[src/rtl/orao_pkg.sv]
// Shared types and constants for the Orao cassette-input stage.
package orao_pkg;

    typedef enum logic [2:0] {
        IDLE  = 3'd0,
        FILL  = 3'd1,
        PLAY  = 3'd2,
        DRAIN = 3'd3
    } tape_state_t;

    // CPU address of the tape input port read by orao_io.
    localparam logic [15:0] TAPE_PORT_ADDR = 16'h87FF;

endpackage

[src/rtl/tape_bit_fifo.sv]
// One-bit-wide sample FIFO. Push into a full FIFO and pop from an empty one are
// ignored here; the parent decides what those events mean. Flush wins over push/pop.
module tape_bit_fifo #(
    parameter int DEPTH = 16,
    localparam int AW = $clog2(DEPTH)
) (
    input  logic        clk,
    input  logic        reset_n,
    input  logic        push,
    input  logic        pop,
    input  logic        flush,
    input  logic        din,
    output logic        dout,
    output logic [AW:0] count,
    output logic        full,
    output logic        empty
);

    logic          mem [DEPTH];
    logic [AW-1:0] wr_ptr_reg;
    logic [AW-1:0] rd_ptr_reg;
    logic          do_push;
    logic          do_pop;

    assign full    = (count == (AW+1)'(DEPTH));
    assign empty   = (count == '0);
    assign do_push = push && !full && !flush;
    assign do_pop  = pop && !empty && !flush;

    // Head of queue is presented combinationally; the parent registers it on a pop.
    assign dout = mem[rd_ptr_reg];

    // Sample storage; contents need no reset because count guards every read.
    always_ff @(posedge clk) begin
        if (do_push) begin
            mem[wr_ptr_reg] <= din;
        end
    end

    // Pointer and occupancy bookkeeping; pointers wrap naturally at a power-of-two depth.
    always_ff @(posedge clk or negedge reset_n) begin
        if (!reset_n) begin
            wr_ptr_reg <= '0;
            rd_ptr_reg <= '0;
            count      <= '0;
        end else if (flush) begin
            wr_ptr_reg <= '0;
            rd_ptr_reg <= '0;
            count      <= '0;
        end else begin
            if (do_push) wr_ptr_reg <= wr_ptr_reg + 1'b1;
            if (do_pop)  rd_ptr_reg <= rd_ptr_reg + 1'b1;
            case ({do_push, do_pop})
                2'b10:   count <= count + 1'b1;
                2'b01:   count <= count - 1'b1;
                default: count <= count;
            endcase
        end
    end

endmodule

[src/rtl/orao_tape_player.sv]
// Cassette-input stage: thresholds downloaded audio bytes into 1-bit samples,
// buffers them, and hands one sample to the CPU per group of tape-port reads.
module orao_tape_player
    import orao_pkg::*;
#(
    parameter int          FIFO_DEPTH    = 16,
    parameter logic [7:0]  TAPE_INDEX    = 8'h01,
    parameter logic [7:0]  THRESHOLD     = 8'h80,
    parameter int          READS_PER_SMP = 2,
    parameter int          TIMEOUT_CYC   = 75_000_000
) (
    input  logic        clk,
    input  logic        reset_n,
    input  logic        ce,
    input  logic [15:0] cpu_addr,
    input  logic        ioctl_download,
    input  logic [7:0]  ioctl_index,
    input  logic        ioctl_wr,
    input  logic [7:0]  ioctl_dout,
    output logic        ioctl_wait,
    output logic [7:0]  tape_data,
    output logic        tape_active,
    output logic        tape_underrun,
    output logic        tape_overflow
);

    localparam int              AW       = $clog2(FIFO_DEPTH);
    localparam logic [AW:0]     HALF_LVL = (AW+1)'(FIFO_DEPTH / 2);
    localparam logic [AW:0]     WAIT_LVL = (AW+1)'(FIFO_DEPTH - 2);
    localparam logic [3:0]      RD_LAST  = 4'(READS_PER_SMP - 1);
    localparam logic [26:0]     TO_LIMIT = 27'(TIMEOUT_CYC);

    tape_state_t state_reg, state_next;
    logic        sel_reg;
    logic [15:0] prev_addr_reg;
    logic [3:0]  rd_cnt_reg;
    logic [26:0] to_cnt_reg;

    logic        sel_dl, rise, fall, read_evt, timeout_hit, normal, playing;
    logic        wr_attempt, push_req, pop_req, flush, push_ok, pop_ok;
    logic        fifo_dout, fifo_full, fifo_empty;
    logic [AW:0] count, count_next;

    assign sel_dl      = ioctl_download && (ioctl_index == TAPE_INDEX);
    assign rise        = sel_dl && !sel_reg;
    assign fall        = !sel_dl && sel_reg;
    assign read_evt    = ce && (cpu_addr == TAPE_PORT_ADDR) && (prev_addr_reg != TAPE_PORT_ADDR);
    assign timeout_hit = (state_reg != IDLE) && (to_cnt_reg >= TO_LIMIT);
    // A download restart beats a timeout abort, which beats ordinary traffic.
    assign normal      = !rise && !timeout_hit;
    assign playing     = (state_reg == PLAY) || (state_reg == DRAIN);
    assign wr_attempt  = ioctl_wr && sel_dl && (state_reg != IDLE);
    assign push_req    = normal && wr_attempt;
    // Read events only advance playback once the CPU is being fed (PLAY/DRAIN).
    assign pop_req     = normal && playing && read_evt && (rd_cnt_reg == RD_LAST);
    assign flush       = rise || timeout_hit;
    assign push_ok     = push_req && !fifo_full;
    assign pop_ok      = pop_req && !fifo_empty;

    tape_bit_fifo #(.DEPTH(FIFO_DEPTH)) u_fifo (
        .clk     (clk),
        .reset_n (reset_n),
        .push    (push_req),
        .pop     (pop_req),
        .flush   (flush),
        .din     (ioctl_dout >= THRESHOLD),
        .dout    (fifo_dout),
        .count   (count),
        .full    (fifo_full),
        .empty   (fifo_empty)
    );

    // Occupancy after this edge, so registered outputs line up with the FIFO.
    always_comb begin
        count_next = count;
        if (flush)                  count_next = '0;
        else if (push_ok && !pop_ok) count_next = count + 1'b1;
        else if (pop_ok && !push_ok) count_next = count - 1'b1;
    end

    // Next playback state.
    always_comb begin
        state_next = state_reg;
        if (rise) begin
            state_next = FILL;
        end else if (timeout_hit) begin
            state_next = IDLE;
        end else begin
            case (state_reg)
                FILL:    if (fall || count >= HALF_LVL) state_next = PLAY;
                PLAY:    if (fall) state_next = DRAIN;
                DRAIN:   if (pop_req && count_next == '0) state_next = IDLE;
                default: state_next = state_reg;
            endcase
        end
    end

    // State, edge history, counters and all registered outputs.
    always_ff @(posedge clk or negedge reset_n) begin
        if (!reset_n) begin
            state_reg     <= IDLE;
            sel_reg       <= 1'b1;  // forces a fresh download edge after reset
            prev_addr_reg <= '0;
            rd_cnt_reg    <= '0;
            to_cnt_reg    <= '0;
            ioctl_wait    <= 1'b0;
            tape_data     <= 8'h00;
            tape_active   <= 1'b0;
            tape_underrun <= 1'b0;
            tape_overflow <= 1'b0;
        end else begin
            state_reg   <= state_next;
            sel_reg     <= sel_dl;
            if (ce) prev_addr_reg <= cpu_addr;

            tape_active <= (state_next != IDLE);
            // Two slots of headroom absorb a write already in flight when wait rises.
            ioctl_wait  <= (state_next != IDLE) && (count_next >= WAIT_LVL);

            if (rise || read_evt || wr_attempt) to_cnt_reg <= '0;
            else if (to_cnt_reg != '1)          to_cnt_reg <= to_cnt_reg + 1'b1;

            if (flush) begin
                rd_cnt_reg <= '0;
            end else if (playing && read_evt) begin
                rd_cnt_reg <= (rd_cnt_reg == RD_LAST) ? 4'd0 : rd_cnt_reg + 4'd1;
            end

            if (rise) begin
                tape_underrun <= 1'b0;
                tape_overflow <= 1'b0;
            end else if (normal) begin
                if (push_req && fifo_full)  tape_overflow <= 1'b1;
                if (pop_req && fifo_empty)  tape_underrun <= 1'b1;
            end

            if (!rise && timeout_hit) tape_data <= 8'h00;
            else if (pop_ok)          tape_data <= {8{fifo_dout}};
        end
    end

endmodule

[config.mk]
export PLATFORM = sky130hd
export DESIGN_NAME = orao_tape_player
export DESIGN_NICKNAME = d
export VERILOG_FILES = /design/src/rtl/orao_pkg.sv /design/src/rtl/tape_bit_fifo.sv /design/src/rtl/orao_tape_player.sv
export SDC_FILE = /design/constraint.sdc
export NUM_CORES = 1
export LEC_CHECK = 0
export CAP_MARGIN = 20
export CORE_UTILIZATION = 57
export CTS_CLUSTER_DIAMETER = 80
export DETAILED_ROUTE_END_ITERATION = 12
export PLACE_DENSITY_LB_ADDON = 0.2
export RECOVER_POWER = 50
export SETUP_SLACK_MARGIN = 0.15
export SKIP_LAST_GASP = 1
export SLEW_MARGIN = 5
export SYNTH_ARGS = -nofsm -noshare
export SYNTH_HDL_FRONTEND = slang
export SYNTH_HIERARCHICAL = 1
export SYNTH_SLANG_ARGS = --single-unit
export TNS_END_PERCENT = 5
[constraint.sdc]
create_clock -name clk -period 4.1 [get_ports clk]
set_clock_uncertainty 0.15 [all_clocks]
set_input_delay 1.23 -clock clk [delete_from_list [all_inputs] [get_ports clk]]
set_output_delay 1.23 -clock clk [all_outputs]
set_load 0.005 [all_outputs]
==> run summary <==
The total leakage power is 2.35 nW, and the cell count after placement is 647. In the routed design, unresolved DRC markers number 0. The clock latency on the worst-skew pair came out at 350 ps. Buffers inserted during clock tree synthesis total 9. Across all hold checks on the routed design, the worst slack comes to 364 ps. After synthesis, the netlist uses 61 different library cells. The tree is rooted in a sky130_fd_sc_hd__clkbuf_8.

Global routing usage summed across all routing layers: 0.257. In this design, the critical path's most frequently occurring cell is sky130_fd_sc_hd__buf_4. 49 I/O pins were placed. The fraction of the yosys area taken by sequential cells was 0.460. STA classifies the critical path endpoint as a register.

The biggest area contributor in the post-synthesis netlist is sky130_fd_sc_hd__dfrtp_1. The region available for standard cell placement spans 0.00818 sq mm. The register with the most flip-flops in the layout has 27 of them.

The critical path contains buffers and inverters numbering 3 combined. After layout, the minimum clock period comes to 4030 ps. The cell with the most instances after synthesis was sky130_fd_sc_hd__nor2_1. The layout cell share with drive strength beyond 1 came out at 0.198. For the count of standard-cell rows, the log shows 33. Wires add up to 10300 um. Before antenna repair, the detailed router went through 4 iterations. The measured slew at the worst slew-check pin was 1610 ps. Startpoint of the tightest hold check path: prev_addr_reg[12]. The first-pass GRT wire length came out at 17600 um. In this run the critical register-to-register path is launched from u_fifo/count[2]. For the initial antenna violation count, the log shows 0. The commonest cells after synthesis are 69 x sky130_fd_sc_hd__nor2_1, 68 x sky130_fd_sc_hd__dfrtp_1, 41 x sky130_fd_sc_hd__nand2_1. The number of global-route vias before repair is 3766, and the total number of yosys warnings is 6.

The die boundary height is 93.7 um. The mapped netlist covers 0.00480 sq mm. The layout has 623 filler cells. Setup repair after global routing could not meet its margin everywhere. The tools report the launching element of the worst setup path as ce.

The floorplan step defined a die boundary enclosing 0.00878 sq mm. The area overhead of the layout relative to synthesis is 21.1%, and the count of clock tree sinks is 85. The setup path with the least slack is of type in2reg.

For the relative slew slack, the log shows -0.0706. The worst setup path is launched from an input pin. At the end of routability-driven placement, the weighted congestion stood at 0.910. DRC marker count from the first detailed-route iteration: 141.

On the worst path, the slowest cell contributes a delay of 520 ps. The run gives 7330 um as the detailed placement HPWL. The share of the synthesized area in the top cell type is 0.355.

Final-report max-slew violation count: 66. For this run, the leading register cell type out of synthesis is sky130_fd_sc_hd__dfrtp_1. In this run the power density over the cells is 377 mW/mm^2. The class of the most critical hold timing path is reg2reg. The pin count of the biggest net entering global routing is 66.

The signal on the critical path passes through clkdlybuf4s50_1 -> buf_4 -> nand2_1 -> nand4b_1 -> nor4_1 -> buf_4 -> mux2i_1 -> xor2_1 -> nand3_1 -> or4_1 -> o21ai_1 -> a21oi_1. Clock-pin slew was measured on the worst setup and hold paths at 80 ps. The maximum fanout count along the critical path was 17. The net count of the finished layout is 613. Each instance of the synthesized netlist takes up on average 9.77 sq um.

In this run the tool buffered the top-level ports with 41 buffer cells. Total power of the final layout: 2.19 mW. The clock passes through at most 2 buffers.

The tools report the effective utilization at floorplan as 0.587. By area the synthesized netlist is led by sky130_fd_sc_hd__dfrtp_1 35%, sky130_fd_sc_hd__edfxtp_1 10%, sky130_fd_sc_hd__nor2_1 5.4%. The per-cell routed wire length is 15.4 um.

When the netlist entered floorplanning its net count stood at 544. The mean number of vias per cell was 5.79. Number of hold violations in the final report: 0. The required time at the worst-slack endpoint was 4170 ps; the number of flip-flops and latches in the synthesized netlist was 85. Across all layers, the routed design uses 3876 vias. The proportion of synthesized flip-flops having asynchronous set or reset was 0.812.

The final reports fail on max-capacitance violations, max-slew violations. The tools report the worst supply voltage drop on vdd as 203 uV. The post-route fraction of the period consumed by the critical path came out at 0.982. The count of antenna diodes in the layout is 0, and the width of the die is 93.7 um. The flow ran to the end, but the final reports show violations. Summed over all layers, the global routing overflow is 0. Excluding fillers, the count of instances in the completed layout stands at 670. The run gives 0.248 GHz as the timing-limited maximum frequency. In the synthesized netlist, the number of instances is 491. The number of enable flip-flop cells after synthesis was 16. Setup violations remaining at the end of the flow were counted as 0.

For the max-cap violation count, the log shows 1. For this design, the slowest cell found on the critical path is sky130_fd_sc_hd__clkdlybuf4s50_1. In this design, the largest share of critical-path delay is due to simple AND/OR/NAND/NOR gates.

TritonCTS built the clock tree. The H-tree generated during clock tree synthesis spans 3 levels. The final antenna-violating net count is 0. For the worst setup path, the data arrival time is 4100 ps.
[routing by layer]
| layer | track usage | wire (um) | vias up |
|---|---|---|---|
| met3 | 0.0502 | 348 | 20 |
| met4 | 0.0897 | 155 | 0 |
| met5 | 0 | 0 | - |
| met1 | 0.327 | 4520 | 1902 |
| met2 | 0.436 | 5290 | 68 |
| li1 | - | - | 1886 |
[cells by family after synthesis]
logic type / Yosys count / share of synthesized area
buffers and inverters: 42 / 0.0399
AOI/OAI and AO/OA: 63 / 0.0822
xor gates and xnor gates: 32 / 0.0584
DFF: 85 / 0.460
and+or+nand+nor: 222 / 0.240
muxes: 30 / 0.0733
adders and majority gates: 17 / 0.0454
[metrics by stage]
stage | setup TNS, ps | worst slack [ps] | util | cell area (sq um)
global placement | -4530 | -578 | 0.673 | 5510
floorplan | -347 | -178 | - | 4830
detailed placement | -5790 | -633 | 0.673 | 5510
CTS | 0 | 136 | 0.706 | 5770
finish | 0 | 73.2 | 0.710 | 5810
global route | -21.2 | -21.2 | 0.710 | 5810
[worst paths after layout]
path / depth (start not counted) / end / slack [ps]
worst min-delay path: 1 / prev_addr_reg[12] / 360
worst max-delay path: 12 / state_reg[1] / 70
min in group asynchronous: 1 / prev_addr_reg[3] / 550
worst min register to register: 1 / prev_addr_reg[12] / 360
worst max register to register: 12 / state_reg[1] / 530
max in group asynchronous: 2 / u_fifo/count[4] / 1440
[cell usage in the layout (no fill, tap or decap), types with 3 or more instances in the layout]
master	synthesis	layout
sky130_fd_sc_hd__edfxtp_1	16	16
sky130_fd_sc_hd__clkbuf_8	0	9
sky130_fd_sc_hd__and3_1	5	5
sky130_fd_sc_hd__nand3_1	17	16
sky130_fd_sc_hd__or4_1	4	3
sky130_fd_sc_hd__buf_2	3	8
sky130_fd_sc_hd__and2_1	3	3
sky130_fd_sc_hd__and4_1	5	4
sky130_fd_sc_hd__a31oi_1	5	5
sky130_fd_sc_hd__dlygate4sd2_1	0	4
sky130_fd_sc_hd__xor2_1	18	18
sky130_fd_sc_hd__clkdlybuf4s50_1	0	27
sky130_fd_sc_hd__mux2i_1	7	7
sky130_fd_sc_hd__nor4_1	7	7
sky130_fd_sc_hd__o21ai_0	17	14
sky130_fd_sc_hd__nand4b_1	4	4
sky130_fd_sc_hd__nor2b_1	3	3
sky130_fd_sc_hd__nand2_1	41	40
sky130_fd_sc_hd__inv_1	18	16
sky130_fd_sc_hd__nor4b_1	5	4
sky130_fd_sc_hd__buf_4	8	40
sky130_fd_sc_hd__nor2_1	69	67
sky130_fd_sc_hd__mux2_2	21	21
sky130_fd_sc_hd__dfrtp_1	68	68
sky130_fd_sc_hd__nor3_1	19	19
sky130_fd_sc_hd__nor3b_1	4	4
sky130_fd_sc_hd__a21oi_1	19	17
sky130_fd_sc_hd__nand2b_1	7	6
sky130_fd_sc_hd__xnor2_1	14	14
sky130_fd_sc_hd__nand4_1	12	12
sky130_fd_sc_hd__ha_1	15	13
sky130_fd_sc_hd__or3_1	8	8
sky130_fd_sc_hd__o21ai_1	1	3
[final cells by class]
class | count | area (sq um) | area share
multi-input cells | 364 | 2520 | 0.434
flip-flops and latches | 85 | 2210 | 0.380
repair buffers | 82 | 664 | 0.114
well taps | 105 | 131 | 0.0226
clock buffers | 10 | 128 | 0.0220
clock inverters | 6 | 87.6 | 0.0151
inverters | 18 | 70.1 | 0.0121
[power by group]
| group | switching [mW] | total (mW) | internal (mW) |
|---|---|---|---|
| Clock | 0.302 | 0.644 | 0.343 |
| Combinational | 0.208 | 0.401 | 0.193 |
| Sequential | 0.149 | 1.14 | 0.993 |
| Total | 0.659 | 2.19 | 1.53 |
[what timing repair did]
item | CTS | global route
hold buffers | 0 | 0
gates cloned | 0 | 0
endpoints found under the setup margin | 9 | 24
setup buffers | 4 | 3
pin swaps | 12 | 4
resized for setup | 47 | 6
Power figures use the tool's default switching activity.
